[config.mk]
export PLATFORM = sky130hd
export DESIGN_NAME = othello_move_engine_flat
export DESIGN_NICKNAME = d
export VERILOG_FILES = /design/src/rtl/othello_pkg.sv /design/src/rtl/othello_move_if.sv /design/src/rtl/othello_ray_walker.sv /design/src/rtl/othello_move_engine.sv /design/src/flat_wrapper.sv
export SDC_FILE = /design/constraint.sdc
export NUM_CORES = 1
export LEC_CHECK = 0
export ABC_AREA = 1
export CORE_UTILIZATION = 45
export CTS_BUF_LIST = sky130_fd_sc_hd__clkbuf_8
export CTS_CLUSTER_DIAMETER = 50
export DETAILED_ROUTE_END_ITERATION = 8
export PLACE_DENSITY_LB_ADDON = 0.1
export SLEW_MARGIN = 20
export SYNTH_ARGS = -nofsm -noshare
export SYNTH_HDL_FRONTEND = slang
export SYNTH_SLANG_ARGS = --single-unit
export TNS_END_PERCENT = 20
[constraint.sdc]
create_clock -name clock -period 7.08 [get_ports clock]
set_clock_uncertainty 0.05 [all_clocks]
set_input_delay 1.416 -clock clock [delete_from_list [all_inputs] [get_ports clock]]
set_output_delay 1.416 -clock clock [all_outputs]
set_load 0.01 [all_outputs]
[src/rtl/othello_pkg.sv]
// Shared definitions for the Othello move engine: cell codes, direction
// encoding with its row/column step table, FSM states and colour helpers.
package othello_pkg;

    localparam logic [1:0] CELL_EMPTY = 2'b00;
    localparam logic [1:0] CELL_BLACK = 2'b01;
    localparam logic [1:0] CELL_WHITE = 2'b10;
    localparam logic [1:0] CELL_BLOCK = 2'b11;

    // Ray directions, scanned in this order.
    typedef enum logic [2:0] {
        DIR_N  = 3'd0,
        DIR_NE = 3'd1,
        DIR_E  = 3'd2,
        DIR_SE = 3'd3,
        DIR_S  = 3'd4,
        DIR_SW = 3'd5,
        DIR_W  = 3'd6,
        DIR_NW = 3'd7
    } dir_e;

    localparam logic [2:0] DIR_LAST = 3'd7;

    typedef enum logic [3:0] {
        ST_IDLE,
        ST_ORIG_RD,
        ST_ORIG_WAIT,
        ST_ORIG_EVAL,
        ST_STEP,
        ST_WAIT,
        ST_EVAL,
        ST_FLIP,
        ST_NEXT_DIR,
        ST_PLACE,
        ST_DONE
    } state_e;

    // Row step per direction (north is towards row 0).
    function automatic logic signed [1:0] dir_dr(input logic [2:0] dir);
        case (dir)
            DIR_N, DIR_NE, DIR_NW: dir_dr = -2'sd1;
            DIR_SE, DIR_S, DIR_SW: dir_dr = 2'sd1;
            default:               dir_dr = 2'sd0;
        endcase
    endfunction

    // Column step per direction (east is towards higher columns).
    function automatic logic signed [1:0] dir_dc(input logic [2:0] dir);
        case (dir)
            DIR_NE, DIR_E, DIR_SE: dir_dc = 2'sd1;
            DIR_SW, DIR_W, DIR_NW: dir_dc = -2'sd1;
            default:               dir_dc = 2'sd0;
        endcase
    endfunction

    // Board code of a player's own pieces (0 = black, 1 = white).
    function automatic logic [1:0] own_code(input logic player);
        own_code = player ? CELL_WHITE : CELL_BLACK;
    endfunction

endpackage

[src/rtl/othello_move_if.sv]
// Request/result handshake plus board RAM port of the move engine.
// The master side is the environment: it issues moves and models the RAM
// (mem_rdata returns the addressed cell one cycle after mem_addr).
interface othello_move_if #(
    parameter int BOARD_DIM = 8
);
    localparam int COORD_W = $clog2(BOARD_DIM);
    localparam int ADDR_W  = $clog2(BOARD_DIM * BOARD_DIM);

    logic               start;
    logic               player;
    logic [COORD_W-1:0] move_row;
    logic [COORD_W-1:0] move_col;
    logic               check_only;
    logic               busy;
    logic               done;
    logic               valid;
    logic [ADDR_W-1:0]  flip_count;
    logic [ADDR_W-1:0]  mem_addr;
    logic [1:0]         mem_wdata;
    logic               mem_wren;
    logic [1:0]         mem_rdata;

    modport master (
        output start, player, move_row, move_col, check_only, mem_rdata,
        input  busy, done, valid, flip_count, mem_addr, mem_wdata, mem_wren
    );

    modport slave (
        input  start, player, move_row, move_col, check_only, mem_rdata,
        output busy, done, valid, flip_count, mem_addr, mem_wdata, mem_wren
    );

endinterface

[src/rtl/othello_ray_walker.sv]
// Ray coordinate tracker. Holds the current (row, col) of a ray explicitly,
// so stepping can never wrap from one board row into the next. off_board
// reports whether the next advance in the current direction would leave
// the board.
module othello_ray_walker
    import othello_pkg::*;
#(
    parameter int BOARD_DIM = 8,
    parameter int COORD_W   = $clog2(BOARD_DIM),
    parameter int ADDR_W    = $clog2(BOARD_DIM * BOARD_DIM)
) (
    input  logic               clock,
    input  logic               reset,
    input  logic [COORD_W-1:0] origin_row,
    input  logic [COORD_W-1:0] origin_col,
    input  logic [2:0]         dir,
    input  logic               load_origin,  // rewind to the target square
    input  logic               load_first,   // jump to the cell next to the target
    input  logic               advance,      // one step along dir
    output logic [COORD_W-1:0] cur_row,
    output logic [COORD_W-1:0] cur_col,
    output logic [ADDR_W-1:0]  addr,
    output logic               off_board
);
    // Two extra bits: one for sign, one so BOARD_DIM-1 stays positive.
    localparam int SW = COORD_W + 2;
    localparam logic signed [SW-1:0] MAX_C = SW'(BOARD_DIM - 1);

    logic [COORD_W-1:0]   cur_row_q, cur_row_d;
    logic [COORD_W-1:0]   cur_col_q, cur_col_d;
    logic signed [1:0]    dr, dc;
    logic signed [SW-1:0] dr_ext, dc_ext;
    logic signed [SW-1:0] nxt_row, nxt_col;
    logic signed [SW-1:0] first_row, first_col;

    // Next-cell arithmetic, bound test and coordinate update selection.
    always_comb begin
        dr        = dir_dr(dir);
        dc        = dir_dc(dir);
        dr_ext    = {{COORD_W{dr[1]}}, dr};
        dc_ext    = {{COORD_W{dc[1]}}, dc};
        nxt_row   = $signed({2'b00, cur_row_q}) + dr_ext;
        nxt_col   = $signed({2'b00, cur_col_q}) + dc_ext;
        first_row = $signed({2'b00, origin_row}) + dr_ext;
        first_col = $signed({2'b00, origin_col}) + dc_ext;
        off_board = (nxt_row < 0) || (nxt_row > MAX_C) ||
                    (nxt_col < 0) || (nxt_col > MAX_C);

        cur_row_d = cur_row_q;
        cur_col_d = cur_col_q;
        if (load_origin) begin
            cur_row_d = origin_row;
            cur_col_d = origin_col;
        end else if (load_first) begin
            cur_row_d = first_row[COORD_W-1:0];
            cur_col_d = first_col[COORD_W-1:0];
        end else if (advance) begin
            cur_row_d = nxt_row[COORD_W-1:0];
            cur_col_d = nxt_col[COORD_W-1:0];
        end
    end

    // Coordinate registers.
    always_ff @(posedge clock or posedge reset) begin
        if (reset) begin
            cur_row_q <= '0;
            cur_col_q <= '0;
        end else begin
            cur_row_q <= cur_row_d;
            cur_col_q <= cur_col_d;
        end
    end

    assign cur_row = cur_row_q;
    assign cur_col = cur_col_q;
    assign addr    = ADDR_W'(cur_row_q) * ADDR_W'(BOARD_DIM) + ADDR_W'(cur_col_q);

endmodule

[src/rtl/othello_move_engine.sv]
// Othello move engine: validates a move on an NxN board by scanning all
// eight rays from the target square and, unless check_only is set, flips
// every captured run and places the new piece through a single-port RAM.
module othello_move_engine
    import othello_pkg::*;
#(
    parameter int BOARD_DIM = 8,
    parameter int COORD_W   = $clog2(BOARD_DIM),
    parameter int ADDR_W    = $clog2(BOARD_DIM * BOARD_DIM)
) (
    input  logic           clock,
    input  logic           reset,
    othello_move_if.slave  bus
);
    state_e             state_q, state_d;
    logic               player_q, player_d;
    logic [COORD_W-1:0] row_q, row_d;
    logic [COORD_W-1:0] col_q, col_d;
    logic               check_q, check_d;
    logic [2:0]         dir_q, dir_d;
    logic [ADDR_W-1:0]  run_q, run_d;
    logic [ADDR_W-1:0]  flips_q, flips_d;
    logic               valid_q, valid_d;

    logic               load_origin, load_first, advance;
    logic [COORD_W-1:0] walk_row, walk_col;
    logic [ADDR_W-1:0]  walk_addr;
    logic               walk_off;
    logic [1:0]         own_c, opp_c;
    logic               row_oob, col_oob;
    logic               walk_pos_unused;

    othello_ray_walker #(
        .BOARD_DIM (BOARD_DIM),
        .COORD_W   (COORD_W),
        .ADDR_W    (ADDR_W)
    ) u_walker (
        .clock       (clock),
        .reset       (reset),
        .origin_row  (row_q),
        .origin_col  (col_q),
        .dir         (dir_q),
        .load_origin (load_origin),
        .load_first  (load_first),
        .advance     (advance),
        .cur_row     (walk_row),
        .cur_col     (walk_col),
        .addr        (walk_addr),
        .off_board   (walk_off)
    );

    // The walker's address already encodes its position.
    assign walk_pos_unused = ^{walk_row, walk_col};

    assign own_c   = own_code(player_q);
    assign opp_c   = own_code(~player_q);
    assign row_oob = ({1'b0, row_q} >= (COORD_W + 1)'(BOARD_DIM));
    assign col_oob = ({1'b0, col_q} >= (COORD_W + 1)'(BOARD_DIM));

    // Move sequencing: next state, datapath updates and RAM port drive.
    always_comb begin
        state_d       = state_q;
        player_d      = player_q;
        row_d         = row_q;
        col_d         = col_q;
        check_d       = check_q;
        dir_d         = dir_q;
        run_d         = run_q;
        flips_d       = flips_q;
        valid_d       = valid_q;
        load_origin   = 1'b0;
        load_first    = 1'b0;
        advance       = 1'b0;
        bus.mem_addr  = walk_addr;
        bus.mem_wdata = CELL_EMPTY;
        bus.mem_wren  = 1'b0;

        case (state_q)
            ST_IDLE: begin
                if (bus.start) begin
                    player_d = bus.player;
                    row_d    = bus.move_row;
                    col_d    = bus.move_col;
                    check_d  = bus.check_only;
                    valid_d  = 1'b0;
                    flips_d  = '0;
                    run_d    = '0;
                    dir_d    = '0;
                    state_d  = ST_ORIG_RD;
                end
            end
            ST_ORIG_RD: begin
                if (row_oob || col_oob) begin
                    state_d = ST_DONE;
                end else begin
                    load_origin = 1'b1;
                    state_d     = ST_ORIG_WAIT;
                end
            end
            ST_ORIG_WAIT: begin
                state_d = ST_ORIG_EVAL;
            end
            ST_ORIG_EVAL: begin
                if (bus.mem_rdata != CELL_EMPTY) begin
                    state_d = ST_DONE;
                end else begin
                    dir_d   = '0;
                    run_d   = '0;
                    state_d = ST_STEP;
                end
            end
            ST_STEP: begin
                if (walk_off) begin
                    state_d = ST_NEXT_DIR;
                end else begin
                    advance = 1'b1;
                    state_d = ST_WAIT;
                end
            end
            ST_WAIT: begin
                state_d = ST_EVAL;
            end
            ST_EVAL: begin
                if (bus.mem_rdata == opp_c) begin
                    run_d   = run_q + 1'b1;
                    state_d = ST_STEP;
                end else if (bus.mem_rdata == own_c && run_q != '0) begin
                    flips_d = flips_q + run_q;
                    if (check_q) begin
                        state_d = ST_NEXT_DIR;
                    end else begin
                        load_first = 1'b1;
                        state_d    = ST_FLIP;
                    end
                end else begin
                    state_d = ST_NEXT_DIR;
                end
            end
            ST_FLIP: begin
                // run_q counts the captured cells still to be written.
                bus.mem_wren  = 1'b1;
                bus.mem_wdata = own_c;
                advance       = 1'b1;
                run_d         = run_q - 1'b1;
                if (run_q == ADDR_W'(1)) begin
                    state_d = ST_NEXT_DIR;
                end
            end
            ST_NEXT_DIR: begin
                run_d       = '0;
                load_origin = 1'b1;
                if (dir_q != DIR_LAST) begin
                    dir_d   = dir_q + 3'd1;
                    state_d = ST_STEP;
                end else if (flips_q != '0 && !check_q) begin
                    state_d = ST_PLACE;
                end else begin
                    state_d = ST_DONE;
                end
            end
            ST_PLACE: begin
                // Walker was rewound to the target in NEXT_DIR.
                bus.mem_wren  = 1'b1;
                bus.mem_wdata = own_c;
                state_d       = ST_DONE;
            end
            ST_DONE: begin
                state_d = ST_IDLE;
            end
            default: begin
                state_d = ST_IDLE;
            end
        endcase

        // Legality is visible in the same cycle as the done pulse.
        if (state_d == ST_DONE) begin
            valid_d = (flips_d != '0);
        end
    end

    // State and datapath registers; reset aborts any move in progress.
    always_ff @(posedge clock or posedge reset) begin
        if (reset) begin
            state_q  <= ST_IDLE;
            player_q <= 1'b0;
            row_q    <= '0;
            col_q    <= '0;
            check_q  <= 1'b0;
            dir_q    <= '0;
            run_q    <= '0;
            flips_q  <= '0;
            valid_q  <= 1'b0;
        end else begin
            state_q  <= state_d;
            player_q <= player_d;
            row_q    <= row_d;
            col_q    <= col_d;
            check_q  <= check_d;
            dir_q    <= dir_d;
            run_q    <= run_d;
            flips_q  <= flips_d;
            valid_q  <= valid_d;
        end
    end

    assign bus.busy       = (state_q != ST_IDLE) && (state_q != ST_DONE);
    assign bus.done       = (state_q == ST_DONE);
    assign bus.valid      = valid_q;
    assign bus.flip_count = flips_q;

endmodule

[src/flat_wrapper.sv]
// flat-port wrapper written by rule: the top's interface ports become plain ports
module othello_move_engine_flat import othello_pkg::*;
#(
    parameter int BOARD_DIM = 8,
    parameter int COORD_W   = $clog2(BOARD_DIM),
    parameter int ADDR_W    = $clog2(BOARD_DIM * BOARD_DIM)
)
  (clock, reset, bus_start, bus_player, bus_move_row, bus_move_col, bus_check_only, bus_mem_rdata, bus_busy, bus_done, bus_valid, bus_flip_count, bus_mem_addr, bus_mem_wdata, bus_mem_wren);
  othello_move_if #(.BOARD_DIM(BOARD_DIM)) bus_i ();
  input  logic clock;
  input  logic reset;
  input wire logic [$bits(bus_i.start)-1:0] bus_start;
  input wire logic [$bits(bus_i.player)-1:0] bus_player;
  input wire logic [$bits(bus_i.move_row)-1:0] bus_move_row;
  input wire logic [$bits(bus_i.move_col)-1:0] bus_move_col;
  input wire logic [$bits(bus_i.check_only)-1:0] bus_check_only;
  input wire logic [$bits(bus_i.mem_rdata)-1:0] bus_mem_rdata;
  output wire logic [$bits(bus_i.busy)-1:0] bus_busy;
  output wire logic [$bits(bus_i.done)-1:0] bus_done;
  output wire logic [$bits(bus_i.valid)-1:0] bus_valid;
  output wire logic [$bits(bus_i.flip_count)-1:0] bus_flip_count;
  output wire logic [$bits(bus_i.mem_addr)-1:0] bus_mem_addr;
  output wire logic [$bits(bus_i.mem_wdata)-1:0] bus_mem_wdata;
  output wire logic [$bits(bus_i.mem_wren)-1:0] bus_mem_wren;
  assign bus_i.start = bus_start;
  assign bus_i.player = bus_player;
  assign bus_i.move_row = bus_move_row;
  assign bus_i.move_col = bus_move_col;
  assign bus_i.check_only = bus_check_only;
  assign bus_i.mem_rdata = bus_mem_rdata;
  assign bus_busy = bus_i.busy;
  assign bus_done = bus_i.done;
  assign bus_valid = bus_i.valid;
  assign bus_flip_count = bus_i.flip_count;
  assign bus_mem_addr = bus_i.mem_addr;
  assign bus_mem_wdata = bus_i.mem_wdata;
  assign bus_mem_wren = bus_i.mem_wren;
  othello_move_engine #(.BOARD_DIM(BOARD_DIM), .COORD_W(COORD_W), .ADDR_W(ADDR_W)) u_core (.clock(clock), .reset(reset), .bus(bus_i));
endmodule
# Word level (Yosys, flattened, before mapping)
# Cells that the tools add are included.
# word_totals
elab_cells	124
reg_bits	34
output_inout_bits	18
# op_classes
eq_ne	27
n_addsub	9
mux	44
reduce_logical	29
order_cmp	4
# op_table
cell	count
case mux 4 bit (10 select lines)	1
two-way mux 6 bit	6
two-way mux 4 bit	8
case mux 6 bit (5 select lines)	1
two-way mux 3 bit	9
nonzero test 6 bit	3
== test 4 x 3 -> 1 bit, second input constant	4
== test 4 bit, second input constant	4
== test 3 bit, second input constant	4
case mux 6 bit (2 select lines)	1
OR reduction 3 bit	4
adder 4 x 2 -> 5 bit	2
greater-than comparator 5 x 4 -> 1 bit, second input constant	2
less-than comparator 5 x 1 -> 1 bit, second input constant	2
two-way mux 1 bit	10
case mux 3 bit (3 select lines)	1
== test 4 x 2 -> 1 bit, second input constant	2
two-way mux 2 bit	4
case mux 2 bit (2 select lines)	2
AND reduction 4 bit	2
adder 3 x 2 -> 3 bit	2
adder 6 x 1 -> 6 bit, second input constant	1
adder 6 x 3 -> 6 bit	1
adder 6 bit	1
23 further kinds	36

# Depth between registers and ports, before layout
# Gate-level depths: netlist (run 1).
# depth
depth_word	13
mapped_depth	21
ltp_nobuf	21

# Modules after synthesis
# Synthesis (run 1) repeated with hierarchy kept, for this count alone.
# hier_totals
hier_cells	427
area_unflattened_um2	2995.4
# by_module_without_submodules
mod	cells_per_inst	area_per_inst_um2	n_inst
othello_move_engine	292	2090.8	1
othello_ray_walker	135	904.6	1

# Worst setup path after synthesis (run 1)
# No wires, ideal clock.
# synth_timing
path_type	register to register
startpoint	register u_core.dir_q[0]
endpoint	register u_core.u_walker.cur_col_q[1], in the netlist u_core.u_walker.cur_col[1]
setup_time_ns	0.065
arrival_time_ns	2.625
path_stages_with_launch	20
setup_slack_ns	4.340
required_ns	6.965
path_cell_list	dfrtp_1 ha_1 ha_1 a21oi_1 o21ai_0 ha_1 inv_1 fa_1 inv_1 nand2_1 nand3_1 nand3_1 nand2_1 inv_1 nand3_1 nand2_4 inv_4 nor2_1 nand2_1 nand2_1
# synth_between
elab_chain_len	11
# synth_lines
element	line	source
from (decl)	othello_move_engine.sv:20	logic [2:0] dir_q, dir_d;
from (signal assigned)	othello_move_engine.sv:199	dir_q <= dir_d;
== test 3 bit, or another cell as far along	othello_pkg.sv:40, othello_pkg.sv:49	
OR reduction 3 bit	othello_pkg.sv:40	case (dir)
case mux 2 bit (2 select lines)	othello_pkg.sv:40	
adder 4 x 2 -> 5 bit	othello_ray_walker.sv:42	nxt_row = $signed({2'b00, cur_row_q}) + dr_ext;
less-than comparator 5 x 1 -> 1 bit or greater-than comparator 5 x 4 -> 1 bit (tied branches)	othello_ray_walker.sv:46	off_board = (nxt_row < 0) || (nxt_row > MAX_C) ||
logical OR 1 bit (2 in series)	othello_ray_walker.sv:46	
logical OR 1 bit	othello_ray_walker.sv:47	(nxt_col < 0) || (nxt_col > MAX_C);
two-way mux 1 bit	othello_move_engine.sv:113	if (walk_off) begin
case mux 1 bit (2 select lines)	othello_move_engine.sv:78	case (state_q)
nonzero test 3 bit (no source line)	--	
to (signal assigned)	othello_ray_walker.sv:70	cur_col_q <= cur_col_d;
to (decl)	othello_ray_walker.sv:30	logic [COORD_W-1:0] cur_col_q, cur_col_d;
# Several ways; a longest one is shown, not always the timed one. The select of a mux whose other input is x is not followed.
# A chain may end at the register's enable or synchronous reset.

# Final worst setup path (run 1)
# layout_timing
startpoint	register u_core.state_q[2]
endpoint	output port bus_mem_wdata[0]
# layout_between
elab_chain_len	3
# layout_lines
element	line	source
from (decl)	othello_move_engine.sv:15	state_e state_q, state_d;
from (signal assigned)	othello_move_engine.sv:194	state_q <= state_d;
== test 4 bit or == test 4 x 3 -> 1 bit (tied branches)	othello_move_engine.sv:78	
OR reduction 2 bit (no source line) *	--	
two-way mux 2 bit *	othello_move_engine.sv:78	
to (decl)	flat_wrapper.sv:23	output wire logic [$bits(bus_i.mem_wdata)-1:0] bus_mem_wdata;
# Mark *: on every way between the ends. The rest lies on a longest branch, timed or not.

==> out/summary.txt, run 1 <==
Outcome -> completed
I/O pin cnt -> 31
Total congestion overflow -> 0
Least-Margin Pin Slew -> 903 ps
Maximum capacitance violations -> 0
Nets@finish -> 492
# rows -> 28
Seq/Total Area, Yosys -> 0.297
TNS Setup -> 0 ps
Final Slew Violations -> 0
Ys flop type -> dfrtp_1
Avg WL per Cell -> 13.0 um
Vias per cell -> 4.98
Synth cell types -> 36
Synth Area in Adders -> 0.140
Port Buffer Count -> 30
Mapped Area -> 2870 um2
Initial Util -> 0.476
Most common cell in the netlist -> nand2_1
Crit path kind -> flop to primary output
Max-slew headroom -> 0.398
Synthesized flop and latch total -> 34
Number of synthesized flops with an enable pin -> 0
Pin count of the biggest net entering global routing -> 35
Pre-CTS setup slack -> 3710 ps
Final WL -> 6820 um
Clock sinks -> 34
Via Count -> 2621
DIE AREA -> 6700 um2
Peak supply drop -> 0.000206 V
Setup-failing EPs final -> 0
Vias in the first global route -> 2374
# fillers -> 591
Critical Path Start Type -> flop
Clock tree buffer depth -> 2
DP Area -> 3250 um2
HP Class -> flop to flop
Register area -> 851 um2
Area growth syn-to-layout -> 18.1%
Worst Setup End Kind -> primary output
Number of CTS-inserted buffers -> 5
Post-synth net total -> 457
Max Fclk -> 0.290 GHz
Worst Path Max Fanout -> 6
Pre-antenna DRT Iters -> 4
Clk_lat worst skew -> 300 ps
Die Y -> 81.8 um
Simple-gate portion of the synthesized area -> 0.337
Antenna-violating nets left -> 0
Mean Syn Cell Area -> 6.91 um2
Layout cells sized above 1 -> 0.0576
Setup bufs post-CTS -> 0
Fin area -> 3390 um2
H-tree Lvls -> 2
DRT iter0 DRCs -> 161
Clk slew on worst S/H paths -> 90 ps
Tot GR Track Use -> 0.221
Global-route wire length before repair -> 11100 um
Synth Area in Compound Gates -> 0.0964
Pwr Density -> 408 nW/um2
Leading area contributor after synthesis -> dfrtp_1
RSZ-0062 raised after global routing -> false
Yosys top cell area share -> 0.297
Final HPWL DP -> 5280 um
Synth async-reset ratio -> 1.00
Tmin final -> 3450 ps
Ys Warns -> 0
Root buffer cell -> clkbuf_8
Synth Area in XOR/XNOR -> 0.0270
CTS tree -> yes
Hold bufs inserted after CTS -> 0
Fin crit share -> 0.487
Number of gates resized after cts -> 0
Hold WS -> 485 ps
Multi-input logic area -> 1720 um2
Hold Vio Cnt, Final -> 0
Post-synthesis mux area share -> 0
Worst EP arrival -> 1980 ps
Leakage power -> 0.00180 uW
Synth top area cells -> dfrtp_1 30%, nand2_1 16%, ha_1 10%
Core area -> 6030 um2
Antenna Cells -> 0
Die Wd -> 81.8 um
GP Congestion -> 0.931
Top cells by count, synth -> 126 x nand2_1, 67 x inv_1, 44 x nor2_1, 34 x dfrtp_1, 32 x nand3_1
Min setup slack post-route -> 3630 ps
CP required -> 5610 ps
DRC Markers -> 0
Cells after synthesis -> 415
Main combinational cell family by area after synthesis -> simple AND/OR/NAND/NOR gates
Initial antenna violation count -> 0
-- critical path: stages (launching register included) --
cell and delay (ps):
dfrtp_1 390, inv_1 90, nor2_2 140, nand2_1 210
nand2_1 180, inv_1 70, nor2_1 80, clkdlybuf4s50_1 540
-- metrics by stage --
stage                     total power, uW   util  cells
after floorplan                       931      -    415
after global routing                 1530  0.562    526
after detailed placement             1160  0.539    518
final                                1380  0.562    526
after CTS                            1390  0.562    526
after global placement               1150  0.539    518
-- cells by family after synthesis --
kind of cell    after synthesis
compound gates               47
buf+inv                      75
simple gates                222
fa+ha+maj                    29
flops                        34
xor+xnor                      8
-- flip-flops by register name, summed over array words and instances (netlist names) --
register / cells
u_core.bus.valid: 1
u_core.run_q: 6
u_core.u_walker.cur_col: 3
u_core.state_q: 4
u_core.row_q: 3
u_core.col_q: 3
u_core.player_q: 1
u_core.u_walker.cur_row: 3
u_core.check_q: 1
u_core.bus.flip_count: 6
u_core.dir_q: 3
-- final cells by class --
type | instances | share of cell area
timing repair buffer | 32 | 0.0931
clock buffer | 5 | 0.0203
sequential | 34 | 0.251
tap | 75 | 0.0277
clock inverter | 3 | 0.0203
multi-input combinational | 306 | 0.508
inverter | 71 | 0.0794
-- cell usage in the layout, fill, tap and decap left out, types with 4 or more instances in the layout --
| cell | n |
|---|---|
| nand2_1 | 126 |
| inv_1 | 67 |
| nor2_1 | 44 |
| dfrtp_1 | 34 |
| nand3_1 | 32 |
| clkdlybuf4s50_1 | 30 |
| ha_1 | 24 |
| o21ai_0 | 20 |
| a21oi_1 | 10 |
| o211ai_1 | 9 |
| xnor2_1 | 5 |
| fa_1 | 5 |
| clkbuf_8 | 5 |
| nand4_1 | 4 |
-- final timing paths --
kind                                            start                         end  slack (ps)  depth (start not counted)
max                                 u_core.state_q[2]            bus_mem_wdata[0]        3630                          7
min                        u_core.u_walker.cur_row[0]  u_core.u_walker.cur_row[0]         480                          2
max reg2reg                           u_core.dir_q[0]  u_core.u_walker.cur_row[1]        3910                         19
min reg2reg                u_core.u_walker.cur_row[0]  u_core.u_walker.cur_row[0]         480                          2
max in group asynchronous                       reset             u_core.run_q[5]        5160                          3
min in group asynchronous                       reset              u_core.check_q        1480                          3
-- power by group --
part	internal [uW]	leakage (uW)	total (uW)	switching [uW]
sequential	273	0.000441	362	89.0
clock	141	0.0000683	222	81.2
combinational	316	0.00129	799	483
-- per-layer routing --
| metal | routed length [um] | global-route usage | vias to the layer above |
|---|---|---|---|
| li1 | - | - | 1390 |
| met1 | 3630 | 0.337 | 1181 |
| met2 | 2840 | 0.321 | 45 |
| met3 | 282 | 0.0367 | 5 |
| met4 | 55 | 0.0491 | 0 |
| met5 | 0 | 0 | - |
(Power assumes the default switching activity.)
==> run 2, diff against run 1 <==
==> constraint.sdc (replaced) <==
create_clock -name clock -period 3.5 [get_ports clock]
set_clock_uncertainty 0.05 [all_clocks]
set_input_delay 0.7 -clock clock [delete_from_list [all_inputs] [get_ports clock]]
set_output_delay 0.7 -clock clock [all_outputs]
set_load 0.01 [all_outputs]
==> run 2 against run 1 <==
Non-clock buffer count rose by 1; count of clock-buffer cells in the layout did not move; wire length barely moved; clock power rose by 67%; cell count rose by 0.19%; total power rose by 98%; die area did not move; critical endpoint is now u_core.u_walker.cur_row[1]; largest cell class unchanged; highest routed layer unchanged.
==> out/summary.txt, run 2 (same netlist as run 1, synthesis figures left out) <==
# rows -> 28 (unchanged)
GR Util met3 -> 0.0400 (+0.00333)
Outcome -> completed
Pwr Density -> 811 nW/um2 (+99%)
Least-Margin Pin Slew -> 716 ps (-187 ps)
Port Buffer Count -> 30 (unchanged)
Worst EP arrival -> 3120 ps (+1140 ps)
Worst Path Max Fanout -> 7 (+1)
# fillers -> 591 (unchanged)
Die Y -> 81.8 um (unchanged)
Initial Util -> 0.476 (unchanged)
Final Slew Violations -> 0 (unchanged)
Reg2Reg Depth -> 19 (unchanged)
Peak supply drop -> 0.000418 V (+100%)
Hold bufs inserted after CTS -> 0 (unchanged)
Layout cells sized above 1 -> 0.0619 (+0.00430)
I/O pin cnt -> 31 (unchanged)
Initial antenna violation count -> 0 (unchanged)
Setup-failing EPs final -> 0 (unchanged)
M1 GR Usage -> 0.349 (+0.0122)
Clk slew on worst S/H paths -> 80 ps (about the same)
Antenna-violating nets left -> 0 (unchanged)
Root buffer cell -> clkbuf_8
Worst Setup End Kind -> flop
Tot GR Track Use -> 0.227 (+0.00590)
Critical Path Start -> u_core.dir_q[0]
Pre-CTS setup slack -> 422 ps (-3280 ps)
R2R Path Start -> u_core.dir_q[0]
Vias per cell -> 5.04 (+1.1%)
Avg WL per Cell -> 12.9 um (-0.23%)
Maximum capacitance violations -> 0 (unchanged)
DRT iter0 DRCs -> 152 (-5.6%)
Core area -> 6030 um2 (unchanged)
HP Class -> flop to flop
Global-route wire length before repair -> 11500 um (+3.5%)
Clock sinks -> 34 (unchanged)
CTS tree -> yes
Total Power -> 2730 uW (+98%)
Via Count -> 2655 (+1.3%)
Pre-antenna DRT Iters -> 4 (unchanged)
Final HPWL DP -> 5190 um (-1.7%)
Routing usage on met2 -> 0.326 (+0.00496)
Gr busiest metal -> met1
Crit path kind -> flop to flop
Number of CTS-inserted buffers -> 5 (unchanged)
Max Fclk -> 0.341 GHz
Most frequent cells in the layout -> 126 x nand2_1, 67 x inv_1, 44 x nor2_1
Setup bufs post-CTS -> 0 (unchanged)
Critical Path Start Type -> flop
Nets@finish -> 493 (+0.20%)
GP Congestion -> 0.921 (-0.99%)
Area growth syn-to-layout -> 17.4%
DIE AREA -> 6700 um2 (unchanged)
Number of gates resized after cts -> 0 (unchanged)
DRC Markers -> 0 (unchanged)
Leakage power -> 0.00179 uW (-0.34%)
Total congestion overflow -> 0 (unchanged)
Min setup slack post-route -> 568 ps (-3060 ps)
Fin crit share -> 0.838
Tmin final -> 2930 ps
Clk_lat worst skew -> 290 ps (about the same)
Final WL -> 6810 um (about the same)
H-tree Lvls -> 2 (unchanged)
TNS Setup -> 0 ps (unchanged)
Max-slew headroom -> 0.518 (+0.120)
Antenna Cells -> 0 (unchanged)
CP required -> 3680 ps (-1930 ps)
Final Core Density -> 0.559 (-0.00291)
Most common cell after layout, fill and taps aside -> nand2_1
HP Start -> u_core.u_walker.cur_col[0]
Hold Vio Cnt, Final -> 0 (unchanged)
Die Wd -> 81.8 um (unchanged)
Pin count of the biggest net entering global routing -> 35 (unchanged)
RSZ-0062 raised after global routing -> false
Hold WS -> 479 ps (-5.40 ps)
Hold Crit Depth -> 2 (unchanged)
Clock tree buffer depth -> 2 (unchanged)
Vias in the first global route -> 2412 (+1.6%)
run 2: cell types whose count changed in the layout (fill, tap and decap cells not counted):
cell and delta:
clkinv_2 +2, bufinv_16 -1, buf_4 +1, clkinv_4 -1
a21oi_1 -1, a21oi_2 +1
run 2: metal layers:
metal	wire length (um)	share of wire	vias up
li1	-	-	1395
met1	3660	0.54	1207
met2	2860	0.42	48
met3	243	0.036	5
met4	55	0.0081	0
met5	0	0	-
run 2: area by class of cell:
cell class	instances	area, um2	share of cell area
Clock buffer	5	68.8	0.0204
Timing Repair Buffer	33	323	0.0958
Multi-Input combinational cell	306	1720	0.512
Tap cell	75	93.8	0.0278
Clock inverter	3	40.0	0.0119
Sequential cell	34	851	0.253
Inverter	71	269	0.0798
run 2: per-stage QoR:
step / instance area [um2] / cells
floorplan: 2870 / 415
detailed placement: 3260 / 519
CTS: 3370 / 527
global placement: 3260 / 519
global route: 3370 / 527
finish: 3370 / 527
run 2: worst max-delay path, stage by stage, from the launching register on:
cell	delay, ps
dfrtp_1	400
ha_1	240
ha_1	240
a21oi_2	260
o21ai_0	220
ha_1	250
inv_1	70
fa_1	200
inv_1	70
nand2_1	60
nand3_1	70
nand3_1	80
nand2_1	50
inv_1	60
nand3_1	140
nand2_4	160
inv_4	60
nor2_1	80
nand2_1	60
nand2_1	50
run 2: power by group:
part / switching, uW / internal (uW)
Sequential: 182 / 551
Combinational: 981 / 649
Clock: 161 / 210
Total: 1320 / 1410
run 2: final timing paths:
kind                                              end  slack (ps)
max                        u_core.u_walker.cur_row[1]         570
min                        u_core.u_walker.cur_col[0]         480
max reg2reg                u_core.u_walker.cur_row[1]         570
min reg2reg                u_core.u_walker.cur_col[0]         480
max in group asynchronous             u_core.run_q[2]        2280
min in group asynchronous    u_core.bus.flip_count[1]         780
